$ cat config.mk
export PLATFORM = sky130hd
export DESIGN_NAME = alu_acc_sequencer
export DESIGN_NICKNAME = d
export VERILOG_FILES = /design/src/rtl/alu_acc_sequencer.sv
export SDC_FILE = /design/constraint.sdc
export NUM_CORES = 1
export LEC_CHECK = 0
export ABC_AREA = 0
export CORE_ASPECT_RATIO = 0.8
export CORE_MARGIN = 8
export CORE_UTILIZATION = 40
export CTS_CLUSTER_DIAMETER = 200
export DETAILED_ROUTE_END_ITERATION = 8
export GPL_TIMING_DRIVEN = 0
export HOLD_SLACK_MARGIN = 0.1
export SLEW_MARGIN = 20
export SYNTH_ARGS = -nofsm -noshare
export SYNTH_HDL_FRONTEND = slang
export SYNTH_SLANG_ARGS = --single-unit
$ cat constraint.sdc
create_clock -name clk -period 1.9 [get_ports clk]
set_input_delay 0.19 -clock clk [delete_from_list [all_inputs] [get_ports clk]]
set_output_delay 0.19 -clock clk [all_outputs]
set_load 0.01 [all_outputs]
$ cat src/rtl/alu_acc_sequencer.sv
// Command FIFO + accumulator sequencer driving a combinational ALU.
// Each queued command yields exactly one result on a valid/ready port.
module alu_acc_sequencer #(
    parameter int unsigned n     = 4,
    parameter int unsigned DEPTH = 4
) (
    input  logic         clk,
    input  logic         rst,
    input  logic         cmd_valid,
    output logic         cmd_ready,
    input  logic         cmd_load,
    input  logic [2:0]   cmd_op,
    input  logic [n-1:0] cmd_data,
    output logic [n-1:0] alu_a,
    output logic [n-1:0] alu_b,
    output logic [2:0]   alu_s,
    input  logic [n-1:0] alu_f,
    output logic         res_valid,
    input  logic         res_ready,
    output logic [n-1:0] res_data,
    output logic [n-1:0] acc,
    output logic         busy
);

    localparam int unsigned AW = $clog2(DEPTH);
    localparam int unsigned PW = AW + 1;
    localparam int unsigned EW = n + 4;

    typedef enum logic [1:0] {IDLE, ISSUE, CAPTURE, RESP} state_t;

    state_t        state;
    logic [EW-1:0] mem [DEPTH];
    logic [PW-1:0] wr_ptr;
    logic [PW-1:0] rd_ptr;
    logic          load_q;
    logic          empty;
    logic          full;
    logic          push;
    logic          pop;
    logic [EW-1:0] head;

    // Wrap bit distinguishes full from empty when the index bits match.
    assign empty     = (wr_ptr == rd_ptr);
    assign full      = (wr_ptr[AW] != rd_ptr[AW]) && (wr_ptr[AW-1:0] == rd_ptr[AW-1:0]);
    assign cmd_ready = !full;
    assign push      = cmd_valid && cmd_ready;
    assign pop       = !empty && ((state == IDLE) || ((state == RESP) && res_ready));
    assign head      = mem[rd_ptr[AW-1:0]];
    assign busy      = (state != IDLE) || !empty;

    // Storage carries no reset; validity is tracked by the pointers alone.
    always_ff @(posedge clk) begin
        if (push) begin
            mem[wr_ptr[AW-1:0]] <= {cmd_load, cmd_op, cmd_data};
        end
    end

    always_ff @(posedge clk or posedge rst) begin
        if (rst) begin
            state     <= IDLE;
            wr_ptr    <= '0;
            rd_ptr    <= '0;
            load_q    <= 1'b0;
            alu_a     <= '0;
            alu_b     <= '0;
            alu_s     <= '0;
            acc       <= '0;
            res_data  <= '0;
            res_valid <= 1'b0;
        end else begin
            if (push) begin
                wr_ptr <= wr_ptr + PW'(1);
            end
            // Operand registers only move on a pop, keeping the ALU inputs quiet.
            if (pop) begin
                rd_ptr <= rd_ptr + PW'(1);
                alu_a  <= acc;
                alu_b  <= head[n-1:0];
                alu_s  <= head[n+2:n];
                load_q <= head[EW-1];
            end
            unique case (state)
                IDLE: begin
                    if (pop) begin
                        state <= ISSUE;
                    end
                end
                ISSUE: begin
                    state <= CAPTURE;
                end
                CAPTURE: begin
                    acc       <= load_q ? alu_b : alu_f;
                    res_data  <= load_q ? alu_b : alu_f;
                    res_valid <= 1'b1;
                    state     <= RESP;
                end
                RESP: begin
                    if (res_ready) begin
                        res_valid <= 1'b0;
                        state     <= pop ? ISSUE : IDLE;
                    end
                end
                default: begin
                    state <= IDLE;
                end
            endcase
        end
    end

endmodule
==> impl_results.md <==
* Fin Setup TNS at 0 ns
* Final count of hold timing violations at 0
* Largest family of logic cells by synthesized area: multiplexers
* Least-Margin Pin Slew at about 0.9 ns
* Pre-CTS setup slack at -0.01527 ns
* Die footprint at around 9000 um2
* Yosys reg bits at 57
* Post-synth EDFFs at 32
* Num rows at 25
* P&R area growth vs syn at 28.01%
* Initial antenna violation count at 0
* Multi-input gate area at 830.8 um2
* Synth Flop Type: edfxtp_1
* Post-synth cell types at 30
* Logic pwr share at 0.461
* Fill count at 498
* All-Layer GR Usage at 0.1114
* RSZ-0062 raised after global routing: no
* Root buffer cell: clkbuf_8
* Area contributors post-synth: edfxtp_1 39%, dfrtp_1 25%, mux4_1 8.4%
* Hold Crit Class: primary input to async pin
* H-tree lvl count at 3
* CTS max path bufs at 2
* Synth Area in Simple Gates at 0.03313
* Initial Util at 0.4172
* Layout cells sized above 1 at 0.2335
* Adder-Cell Fraction of Synth Area at 0.04518
* Nets at 217
* Int Power at about 4 mW
* Net Switching at roughly 1.9 mW
* CP Data Required Time at 1.71 ns
* Cell Area, Synth at approximately 2500 um2
* Residual DRC at 0
* CP Launch Type: register
* Critical Path Max Stage Delay at around 0.40 ns
* Max Cap Viol at 0
* Synth top area share at 0.3855
* Post-DP HPWL at between 3000 and 4000 um
* Post-Syn Instances at ~140
* Power Density at between 1500 and 2000 nW/um2
* Ant diodes at 0
* DRT iter0 DRCs at 88
* Mean Syn Cell Area at around 18 um2
* Slowest-stage cell, CP: dfrtp_1
* Via-per-instance ratio at approximately 5
* Synth Area in XOR/XNOR at 0.03363
* Top-count cell post-synth: edfxtp_1
* Compound-cell area share of the yosys netlist at 0.03464
* RD Place Congestion at roughly 0.67
* Crit share post-route at 0.9430
* Synth area leader: edfxtp_1
* Seq. cell area at 1587 um2
* Vias in the first global route at between 1,000 and 1,500
* Largest net degree at the start of global routing at 26
* Core Area at about 6000 um2
* Max VDD drop at 628.8 uV
* Setup ws final at 0.1084 ns
* Clock skew at between 0.006 and 0.007 ns
* DRT Pass-1 Iters at 4
* Crit path DAT at roughly 1.6 ns
* Skew-Pair Late Insertion Delay at approximately 0.33 ns
* Yosys warns at 0
* Max-slew violations at 0
* IO Pins at 38
* TritonCTS buffer count at 9
* Sw Share at 0.3265
* Hold-fix buffers, CTS at 0
* CTS tree: built
* Setup Crit Path Kind: register to primary output
* First-pass GRT wire length at 7617 um
* Clk pwr share at 0.184
* Cells along the critical path: buf_6 > xnor2_4 > nand3b_1 > dlygate4sd2_1
* Pleak at between 1 and 1.5 nW
* PortBufs at 37
* Post-synth ARST share at 0.4386
* Seq/Total Area, Yosys at 0.6365
* Post-synth top cells: 32 x edfxtp_1, 25 x dfrtp_1, 9 x ha_1, 8 x mux2_4, 8 x mux4_1
* F_max at 558.2 MHz
* # clock sinks at 57
* CP max FO at 10
* Drt wl/cell at approximately 17 um
* Final setup fails at 0
* Final min period at 1.792 ns
* GR Overflow Total at 0
* Final WL at 4649 um
* Outcome: complete, no violations
* Share of power burned in registers at 0.355
* Via count at about 1,400
* Syn_nets at 167
* Multiplexer share of the synthesized area at 0.1757
* DIE WIDTH at between 100 and 150 um
* Worst Setup End Kind: primary output
* Remaining antenna violation count at 0
* Clk slew on worst S/H paths at ~0.06 ns
* Die height at ~87 um
* Worst slew margin at 0.4052
[critical path: cells and delay by family (launching register included)]
family / cells / cell delay (ns)
xor+xnor: 1 / 0.24
buf+inv: 2 / 0.48
flops: 1 / 0.40
simple gates: 1 / 0.15
[routing by layer]
layer | GRT usage | share of wire
met4 | 0.04718 | 0.0086
met1 | 0.1265 | 0.43
met3 | 0.05486 | 0.084
met2 | 0.1762 | 0.47
met5 | 0 | 0
[layout make-up]
class | instances | area share
clock buffers | 10 | 0.04000
clock inverters | 6 | 0.01843
repair buffers | 39 | 0.1200
multi-input cells | 70 | 0.2604
inverters | 6 | 0.007059
well taps | 81 | 0.03176
flip-flops and latches | 57 | 0.4973
plain buffers | 9 | 0.02510
[layout by cell type, fill, tap and decap left out, types with 2 or more instances in the layout]
| cell | synthesis | final |
|---|---|---|
| clkbuf_8 | 0 | 9 |
| nand2_1 | 2 | 2 |
| a21oi_1 | 5 | 5 |
| mux2i_1 | 4 | 4 |
| clkinv_2 | 0 | 2 |
| o21ai_0 | 2 | 2 |
| mux4_1 | 8 | 8 |
| clkinv_1 | 0 | 2 |
| dlygate4sd2_1 | 0 | 2 |
| xor2_1 | 2 | 2 |
| nor2_1 | 5 | 5 |
| dfrtp_1 | 25 | 25 |
| ha_1 | 9 | 9 |
| buf_6 | 2 | 2 |
| and3_2 | 0 | 4 |
| xnor2_4 | 0 | 2 |
| clkdlybuf4s50_1 | 0 | 35 |
| edfxtp_1 | 32 | 32 |
| mux2_4 | 8 | 8 |
| buf_4 | 4 | 6 |
| clkbuf_1 | 2 | 3 |
| clkinvlp_4 | 0 | 2 |
| inv_1 | 6 | 5 |
| xnor2_1 | 2 | 2 |
| mux2_2 | 6 | 6 |
[path summary, 6_finish.rpt]
check,startpoint,end,slack [ns],depth (start not counted)
worst max-delay path,rd_ptr[0],cmd_ready,0.11,4
worst min-delay path,rst,res_valid,0.26,2
worst max register to register,rd_ptr[0],wr_ptr[2],0.14,6
worst min register to register,alu_s[0],alu_s[0],0.51,1
max in group asynchronous,rst,alu_s[0],1.22,2
min in group clk,cmd_op[0],mem[1][4],0.48,1
[flip-flops by register name, indices dropped and copies added, names as in the netlist]
name and count:
alu_a 4, alu_s 3, alu_b 4, wr_ptr 3, rd_ptr 3, load_q 1
state 2, res_valid 1, acc 4, mem 32
[power by group through the flow]
stage               Sequential (mW)  Clock [mW]  Combinational, mW
floorplan                      2.08           0               1.67
global placement               2.03           0               2.53
detailed placement             2.07           0               2.59
CTS                            2.06        1.08               2.71
global route                   2.10        1.14               2.92
finish                         2.05        1.06               2.67
[cell families (layout without fill, tap and decap cells)]
logic type / count (synthesis) / after routing
compound gates: 12 / 12
buf+inv: 15 / 70
mux: 26 / 26
fa+ha+maj: 9 / 9
xor+xnor: 7 / 7
simple gates: 16 / 16
flops: 57 / 57
[per-stage QoR]
step / hold slack [ns] / std cells / power [mW] / instance area, um2 / util
floorplan: 0.2173 / 142 / 3.756 / 2492 / -
global placement: 0.4953 / 260 / 4.560 / 2964 / 0.4961
detailed placement: 0.4985 / 260 / 4.664 / 2964 / 0.4961
CTS: 0.4301 / 278 / 5.851 / 3187 / 0.5334
global route: 0.3388 / 278 / 6.156 / 3191 / 0.5340
finish: 0.2595 / 278 / 5.779 / 3191 / 0.5340
[repair_timing]
action | 4_1_cts | 5_1_grt
pin swaps | 3 | 0
endpoints found under the setup margin | 11 | 24
cloned | 0 | 0
resized for setup | 5 | 3
buffers inserted | 2 | 0
Power figures use the tool's default switching activity.
